<file path="config.mk">
export PLATFORM = sky130hd
export DESIGN_NAME = i2c_cond_gen
export DESIGN_NICKNAME = d
export VERILOG_FILES = /design/src/rtl/i2c_pkg.sv /design/src/rtl/i2c_phase_timer.sv /design/src/rtl/i2c_cond_gen.sv
export SDC_FILE = /design/constraint.sdc
export NUM_CORES = 1
export LEC_CHECK = 0
export BUFFER_PORTS_ARGS = -buffer_cell sky130_fd_sc_hd__clkbuf_2
export CAP_MARGIN = 25
export CORE_UTILIZATION = 30
export DETAILED_ROUTE_END_ITERATION = 10
export HOLD_SLACK_MARGIN = 0.1
export SYNTH_ARGS = -nofsm -noshare
export SYNTH_HDL_FRONTEND = slang
export SYNTH_HIERARCHICAL = 1
export SYNTH_SLANG_ARGS = --single-unit
export TNS_END_PERCENT = 5
</file>
<file path="constraint.sdc">
create_clock -name clk -period 3.15 [get_ports clk]
set_clock_uncertainty 0.15 [all_clocks]
set_input_delay 0.1575 -clock clk [delete_from_list [all_inputs] [get_ports clk]]
set_output_delay 0.1575 -clock clk [all_outputs]
set_load 0.01 [all_outputs]
</file>
<file path="src/rtl/i2c_pkg.sv">
// Shared types and constants for the I2C bus-condition generator.
package i2c_pkg;

  typedef enum logic [2:0] {
    k_idle,
    k_st1,
    k_st2,
    k_st3,
    k_rs1,
    k_sp1,
    k_sp2,
    k_sp3
  } state_e;

  localparam logic [1:0] k_cmd_start  = 2'b00;
  localparam logic [1:0] k_cmd_rstart = 2'b01;
  localparam logic [1:0] k_cmd_stop   = 2'b10;

  localparam logic k_release  = 1'b1;
  localparam logic k_drive_lo = 1'b0;

  // Open-drain levels {scl, sda} driven while sitting in a given state.
  function automatic logic [1:0] line_levels(input state_e s);
    logic [1:0] lv;
    case (s)
      k_st2:   lv = {k_release,  k_drive_lo};
      k_st3:   lv = {k_drive_lo, k_drive_lo};
      k_rs1:   lv = {k_drive_lo, k_release};
      k_sp1:   lv = {k_drive_lo, k_drive_lo};
      k_sp2:   lv = {k_release,  k_drive_lo};
      default: lv = {k_release,  k_release};
    endcase
    return lv;
  endfunction

endpackage

</file>
<file path="src/rtl/i2c_phase_timer.sv">
// Phase counter: counts 0..div_q per phase, held at zero while SCL is stretched.
module i2c_phase_timer #(
  parameter int DIV_WIDTH = 16
) (
  input  logic                 clk,
  input  logic                 reset,
  input  logic                 load_i,
  input  logic                 run_i,
  input  logic                 hold_i,
  input  logic [DIV_WIDTH-1:0] div_i,
  output logic                 phase_end_o
);

  logic [DIV_WIDTH-1:0] ctr_q;
  logic [DIV_WIDTH-1:0] div_q;

  assign phase_end_o = run_i && !hold_i && (ctr_q == div_q);

  always_ff @(posedge clk) begin
    if (reset) begin
      ctr_q <= '0;
      div_q <= '0;
    end else if (load_i) begin
      ctr_q <= '0;
      div_q <= div_i;
    end else if (run_i) begin
      if (hold_i || phase_end_o) begin
        ctr_q <= '0;
      end else begin
        ctr_q <= ctr_q + DIV_WIDTH'(1);
      end
    end
  end

endmodule

</file>
<file path="src/rtl/i2c_cond_gen.sv">
// I2C START / repeated START / STOP generator with clock-stretch and
// arbitration-loss handling; all outputs are registered.
module i2c_cond_gen
  import i2c_pkg::*;
#(
  parameter int DIV_WIDTH = 16
) (
  input  logic                 clk,
  input  logic                 reset,
  input  logic                 cmd_valid_i,
  input  logic [1:0]           cmd_i,
  output logic                 cmd_ready_o,
  input  logic [DIV_WIDTH-1:0] divisor_i,
  input  logic                 scl_in_i,
  input  logic                 sda_in_i,
  output logic                 scl_out_o,
  output logic                 sda_out_o,
  output logic                 done_o,
  output logic                 err_o,
  output logic                 bus_busy_o,
  output logic                 stretching_o
);

  state_e state_q, state_d;
  logic   scl_out_q, sda_out_q, cmd_ready_q;
  logic   done_q, done_d, err_q, err_d;
  logic   bus_busy_q, bus_busy_d, stretching_q;
  logic   accept, hold, phase_end, arb_lost;

  assign accept   = cmd_valid_i && cmd_ready_q;
  assign hold     = (state_q != k_idle) && scl_out_q && !scl_in_i;
  assign arb_lost = ((state_q == k_st1) || (state_q == k_sp3)) && !sda_in_i && phase_end;

  i2c_phase_timer #(.DIV_WIDTH(DIV_WIDTH)) u_timer (
    .clk         (clk),
    .reset       (reset),
    .load_i      (accept),
    .run_i       (state_q != k_idle),
    .hold_i      (hold),
    .div_i       (divisor_i),
    .phase_end_o (phase_end)
  );

  always_comb begin
    state_d    = state_q;
    done_d     = 1'b0;
    err_d      = 1'b0;
    bus_busy_d = bus_busy_q;
    case (state_q)
      k_idle: begin
        if (accept) begin
          case (cmd_i)
            k_cmd_start:  state_d = k_st1;
            k_cmd_rstart: state_d = k_rs1;
            k_cmd_stop:   state_d = k_sp1;
            default: begin
              done_d = 1'b1;
              err_d  = 1'b1;
            end
          endcase
        end
      end
      default: begin
        // Losing SDA while we release it means another master owns the bus.
        if (arb_lost) begin
          state_d    = k_idle;
          done_d     = 1'b1;
          err_d      = 1'b1;
          bus_busy_d = 1'b0;
        end else if (phase_end) begin
          case (state_q)
            k_st1: state_d = k_st2;
            k_st2: state_d = k_st3;
            k_st3: begin
              state_d    = k_idle;
              done_d     = 1'b1;
              bus_busy_d = 1'b1;
            end
            k_rs1: state_d = k_st1;
            k_sp1: state_d = k_sp2;
            k_sp2: state_d = k_sp3;
            k_sp3: begin
              state_d    = k_idle;
              done_d     = 1'b1;
              bus_busy_d = 1'b0;
            end
            default: state_d = k_idle;
          endcase
        end
      end
    endcase
  end

  // Line levels and ready follow the state being entered, so they change on that edge.
  always_ff @(posedge clk) begin
    if (reset) begin
      state_q      <= k_idle;
      scl_out_q    <= k_release;
      sda_out_q    <= k_release;
      cmd_ready_q  <= 1'b1;
      done_q       <= 1'b0;
      err_q        <= 1'b0;
      bus_busy_q   <= 1'b0;
      stretching_q <= 1'b0;
    end else begin
      state_q                <= state_d;
      {scl_out_q, sda_out_q} <= line_levels(state_d);
      cmd_ready_q            <= (state_d == k_idle);
      done_q                 <= done_d;
      err_q                  <= err_d;
      bus_busy_q             <= bus_busy_d;
      stretching_q           <= hold;
    end
  end

  assign cmd_ready_o  = cmd_ready_q;
  assign scl_out_o    = scl_out_q;
  assign sda_out_o    = sda_out_q;
  assign done_o       = done_q;
  assign err_o        = err_q;
  assign bus_busy_o   = bus_busy_q;
  assign stretching_o = stretching_q;

endmodule

</file>
* Word-level counts from Yosys, hierarchy flattened
Index checks and enable logic that the tools add are counted.
** Word-level totals
- Register bits after elaboration :: 42
- Bits of input ports :: 23
- Output and inout port bits :: 7
- Word-level logic and storage cells :: 70
** Cells by class
- $add $sub $neg :: 1
- Equal/unequal tests :: 15
- Muxes and demuxes :: 19
- Bitwise logic cells :: 1
- Reductions and logical operators :: 24
** Operator list (count)
- $eq 3x3->1 const B :: 7
- $add 16x1->16 const B :: 1
- $eq 16x16->1 :: 1
- $mux 16 :: 1
- $pmux 3 s5 :: 1
- $eq 3x2->1 const B :: 4
- $mux 3 :: 4
- $mux 1 :: 10
- $pmux 3 s3 :: 1
- $reduce_or 2->1 :: 4
- $logic_and 1x1->1 :: 7
- $logic_not 3->1 :: 2
- $pmux 2 s3 :: 1
- $reduce_bool 3->1 :: 2
- $eq 3x1->1 const B :: 1
- $logic_not 1->1 :: 3
- $reduce_and 3->1 :: 1
- $reduce_or 3->1 :: 1
- $eq 2x1->1 const B :: 1
- $eq 2x2->1 const B :: 1
- $logic_not 2->1 :: 1
- $logic_or 1x1->1 :: 2
- $pmux 1 s2 :: 1
- $reduce_bool 2->1 :: 1
- $not 1->1 :: 1

* Logic depth before layout (Yosys ltp)
- Depth in word-level cells :: 12
- Depth in mapped cells :: 13

* Hierarchy
The synthesis kept the hierarchy.
** Modules (own cells, without submodules)
- i2c_phase_timer :: instances 1, cells an instance 170, area each 1604.0 µm², seq. area each 640.6 µm²
- i2c_cond_gen :: instances 1, cells an instance 71, area each 656.9 µm², seq. area each 200.2 µm²

* Least setup slack after synthesis
Ideal clock, no wire load.
- Path type :: register to register
- From :: register state_q[0]
- To :: register sda_out_q, in the netlist sda_out_o
- Library setup time :: 0.062 ns
- Arrival :: 2.810 ns
- Slack :: 0.128 ns
- Stages on the path, launching flop included :: 14
- Cells stage by stage :: dfxtp_1 inv_1 ha_1 nand2b_4 buf_6 and3b_1 nor2b_1 nand3b_1 nor3_1 nor2_1 a311oi_2 a221oi_4 or3_1 nand3_1
** On the way
- Word-level cells in the longest chain between the ends :: 12
- Elaborated cells on any way between the ends :: 30
- Classes of those cells :: 11 x eq/ne; 7 x mux; 12 x reduce/logical
** Ends and longest elaborated chain
- start, declared :: RTL line i2c_cond_gen.sv:24 : state_e state_q, state_d;
- start signal, assigned :: RTL line i2c_cond_gen.sv:97 : state_q <= k_idle;
- start signal, assigned :: RTL line i2c_cond_gen.sv:106 : state_q <= state_d;
- $reduce_bool 3->1 * :: RTL line i2c_cond_gen.sv:31 : assign hold = (state_q != k_idle) && scl_out_q && !scl_in_i;
- $logic_and 1x1->1 * (2 in a row) :: RTL line i2c_cond_gen.sv:31
- net hold :: RTL line i2c_cond_gen.sv:28 : logic accept, hold, phase_end, arb_lost;
- $logic_not 1->1 * :: RTL line i2c_phase_timer.sv:17 : assign phase_end_o = run_i && !hold_i && (ctr_q == div_q);
- $logic_and 1x1->1 * (2 in a row) :: RTL line i2c_phase_timer.sv:17
- net phase_end :: RTL line i2c_cond_gen.sv:28
- $mux 3 / $logic_and 1x1->1 (equally long branches) :: RTL line i2c_cond_gen.sv:70, i2c_cond_gen.sv:32
- $mux 3 * :: RTL line i2c_cond_gen.sv:65 : if (arb_lost) begin
- $mux 3 * :: RTL line i2c_cond_gen.sv:49 : case (state_q)
- $eq 3x3->1 / $eq 3x2->1 (equally long branches) :: RTL line i2c_pkg.sv:25 : case (s)
- $reduce_or 2->1 (no source line)
- $pmux 2 s3 * :: RTL line i2c_pkg.sv:25
- end signal, assigned :: RTL line i2c_cond_gen.sv:99 : sda_out_q <= k_release;
- end signal, assigned :: RTL line i2c_cond_gen.sv:107 : {scl_out_q, sda_out_q} <= line_levels(state_d);
- end, declared :: RTL line i2c_cond_gen.sv:25 : logic scl_out_q, sda_out_q, cmd_ready_q;
Mark *: on every way through the listed nets, which the timed path passes. The rest lies on a longest branch.
A chain may end at the register's enable or synchronous reset.

* Final worst setup path
- From :: register state_q[0]
- To :: register scl_out_q, in the netlist scl_out_o
** On the way
- Word-level cells in the longest chain between the ends :: 12
- Elaborated cells on any way between the ends :: 30
- Classes of those cells :: 11 x eq/ne; 7 x mux; 12 x reduce/logical
** Ends and longest elaborated chain
- $reduce_bool 3->1 * :: RTL line i2c_cond_gen.sv:31
- $logic_and 1x1->1 * (2 in a row) :: RTL line i2c_cond_gen.sv:31
- net hold :: RTL line i2c_cond_gen.sv:28
- $logic_not 1->1 * :: RTL line i2c_phase_timer.sv:17
- $logic_and 1x1->1 * (2 in a row) :: RTL line i2c_phase_timer.sv:17
- net phase_end :: RTL line i2c_cond_gen.sv:28
- $mux 3 / $logic_and 1x1->1 (equally long branches) :: RTL line i2c_cond_gen.sv:70, i2c_cond_gen.sv:32
- $mux 3 * :: RTL line i2c_cond_gen.sv:65
- $mux 3 * :: RTL line i2c_cond_gen.sv:49
- $eq 3x3->1 / $eq 3x2->1 (equally long branches) :: RTL line i2c_pkg.sv:25
- $reduce_or 2->1 (no source line)
- $pmux 2 s3 * :: RTL line i2c_pkg.sv:25
- end signal, assigned :: RTL line i2c_cond_gen.sv:98 : scl_out_q <= k_release;
- end signal, assigned :: RTL line i2c_cond_gen.sv:107
- end, declared :: RTL line i2c_cond_gen.sv:25
Marked as above.

==> flow_summary.yaml <==
hold_path:
  hold_path.class: "in2reg"
  worstHoldStart: "sda_in_i"
clocking:
  cts_buffers: 5
  insertion_delay_ns: 0.30
  clockBufferDepth: 2
  post_cts_buffers: 0
  path_clk_slew_ns: 0.08
  cts_sinks: 42
  cts-htree-levels: 2
  cts_tree: "done"
  cts_root_buf: "clkbuf_8"
critical_path:
  crit_family: "simple AND/OR/NAND/NOR gates"
  cpPeakStageDelay_ns: 0.35
  critPathSlowestCell: "dfxtp_1"
  worstSetupEndpointType: "flip-flop"
  cp-start-kind: "flip-flop"
  path_max_fanout: 13
  crit_chain: "inv_1 > ha_1 > nand2b_4 > and3b_1 > nor2b_1 > nand3b_1 > nor3_2 > buf_4 > nand3b_2 > a32oi_4 > nor3b_1 > o21ai_1"
  worstSetupStartpoint: "state_q[0]"
  arrival_ns: 2.88
  critical_path_class: "reg2reg"
  path_buf_inv: 2
  required_ns: 3.18
  r2r-start: "state_q[0]"
route:
  wl_mm: 4.84
  drc: 0
  vias: 1779
  first_pass_iters: 4
  antenna_left: 0
  wire_per_inst_um: 12.6
  vias_per_cell: 4.63
  initialDrtViolationCount: 107
place:
  gp_congestion: 0.797
  hpwlAfterDp_mm: 3.56
  io_buffers: 29
  dpl.cell_count: 360
floorplan:
  dieArea_um2: 7890
  ios: 30
  core_area_um2: 7250
  fp-row-count: 31
  die_h_um: 88.8
  die_w_um: 88.8
  initial_core_util: 0.312
synth:
  synth_commonest_cells: "42 x dfxtp_1, 32 x nor2_1, 21 x xor2_1"
  synthCells: 241
  syn_area_um2: 2260
  synth_edf_count: 0
  ys_types: 45
  ys_seq_area_frac: 0.372
  syn_area_per_cell_um2: 9.38
  synth_flop_cell: "dfxtp_1"
  synth.area.top_cells: "dfxtp_1 37%, xor2_1 8.1%, mux2i_1 7.5%"
  yosysMostFrequentCell: "dfxtp_1"
  yosys_register_bits: 42
  yosys.area.top_type: "dfxtp_1"
  yosys_warnings: 6
  yosysTopAreaCellShare: 0.372
  syn_nets: 272
  async_reset_ff_frac: 0
run:
  cap_viol_max_count: 0
layout:
  fin_nets: 315
  antenna_cells: 0
  n_fill_cell: 730
  area_growth_pct: 21.1
  stdcell_count: 384
  multi_input_area_um2: 1330
  seqCellArea_um2: 841
  layout-drive-gt1-share: 0.211
timing:
  worst_pin_slew_ns: 0.616
  fmax_mhz: 351
  setup_viol: 0
  slew_headroom: 0.589
  hold_violations: 0
  fin_tns_setup_ns: 0
  maxSlewViolCount: 0
  grt_setup_unrepaired: "false"
  period_minus_slack_ns: 2.85
  min_period_over_period: 0.905
global_routing:
  grt_first_pass_wirelength_mm: 8.04
  grt_max_degree: 26
  antenna_found_initial: 0
  grt_util_all_layers: 0.136
  grt_pass1_vias: 1682
  overflow: 0
pwr:
  power_leakage_nw: 1.16
  p_per_area_nw_per_um2: 416
  peakVddDrop_v: 0.000234
outcome:
  status: "finished clean"
-- timing repair --
item,in CTS,in global routing
setup endpoints to repair,0,1
hold buffers,16,0
endpoints found under the hold margin,16,0
gates resized for setup,0,2
-- path summary, 6_finish.rpt --
kind / slack, ns / cells past startpoint / end
worst max register to register: 0.30 / 12 / scl_out_o
worst min-delay path: 0.20 / 4 / state_q[0]
worst max-delay path: 0.30 / 12 / scl_out_o
worst min register to register: 0.32 / 2 / bus_busy_o
-- registers in the layout (all words and copies together) (netlist names) --
signal and count:
u_timer/ctr_q 16, u_timer/div_q 16, state_q 3, bus_busy_o 1
cmd_ready_o 1, done_o 1, err_o 1, scl_out_o 1
sda_out_o 1, stretching_o 1
-- stage by stage --
stage	setup slack, ns	hold slack, ns	cell area [um^2]	total power [mW]	util
final	0.299	0.195	2740	1.14	0.378
after global routing	0.0690	0.203	2740	1.20	0.378
after CTS	0.233	0.171	2720	1.15	0.375
after detailed placement	0.254	0.249	2480	0.787	0.341
after global placement	0.356	0.241	2480	0.785	0.341
after floorplan	0.128	0.0766	2260	0.735	-
-- kinds of logic (layout without fill, tap and decap cells) --
group / count (synthesis) / in the layout / synth area share
flip-flops: 42 / 42 / 0.372
buffers and inverters: 20 / 64 / 0.0487
AND/OR/NAND/NOR: 106 / 106 / 0.272
AO/OA/AOI/OAI: 19 / 19 / 0.0725
XOR/XNOR: 28 / 28 / 0.108
multiplexers: 18 / 18 / 0.0819
adder cells (fa/ha/maj): 8 / 8 / 0.0443
-- layer usage --
metal | vias to the layer above | global-route usage | part of all wire
met2 | 25 | 0.220 | 0.47
met3 | 4 | 0.0354 | 0.034
met1 | 829 | 0.174 | 0.49
met4 | 0 | 0.0484 | 0.014
li1 | 921 | - | -
met5 | - | 0 | 0
-- area by class of cell --
cell class | count | share of cell area
Multi-Input combinational cell | 179 | 0.484
Sequential cell | 42 | 0.307
Timing Repair Buffer | 49 | 0.122
Tap cell | 99 | 0.0452
Clock buffer | 6 | 0.0265
Inverter | 7 | 0.00959
Clock inverter | 2 | 0.00503
-- layout by cell type, fill, tap and decap left out, types with 4 or more instances in the layout --
master,n
inv_1,7
nor4_1,8
nand4_1,8
mux2i_1,17
dlygate4sd3_1,16
nand3_1,6
nand2b_1,5
ha_1,8
xnor2_1,7
nor3_2,9
xor2_1,21
nor3_1,9
a21oi_1,6
buf_4,4
nor2_1,32
clkbuf_2,29
clkbuf_8,5
dfxtp_1,42
nand2_1,10
-- tightest hold or removal path, delay by kind of cell --
family | cells | cell delay (ns)
compound gates | 1 | 0.10
buf+inv | 1 | 0.09
simple gates | 2 | 0.26
-- where the power goes --
group / internal (mW) / switching (mW) / leakage [nW] / total, mW
Sequential: 0.555 / 0.0220 / 0.342 / 0.577
Combinational: 0.101 / 0.115 / 0.770 / 0.216
Clock: 0.156 / 0.190 / 0.0452 / 0.346
Total: 0.813 / 0.327 / 1.16 / 1.14
Power figures use the tool's default switching activity.
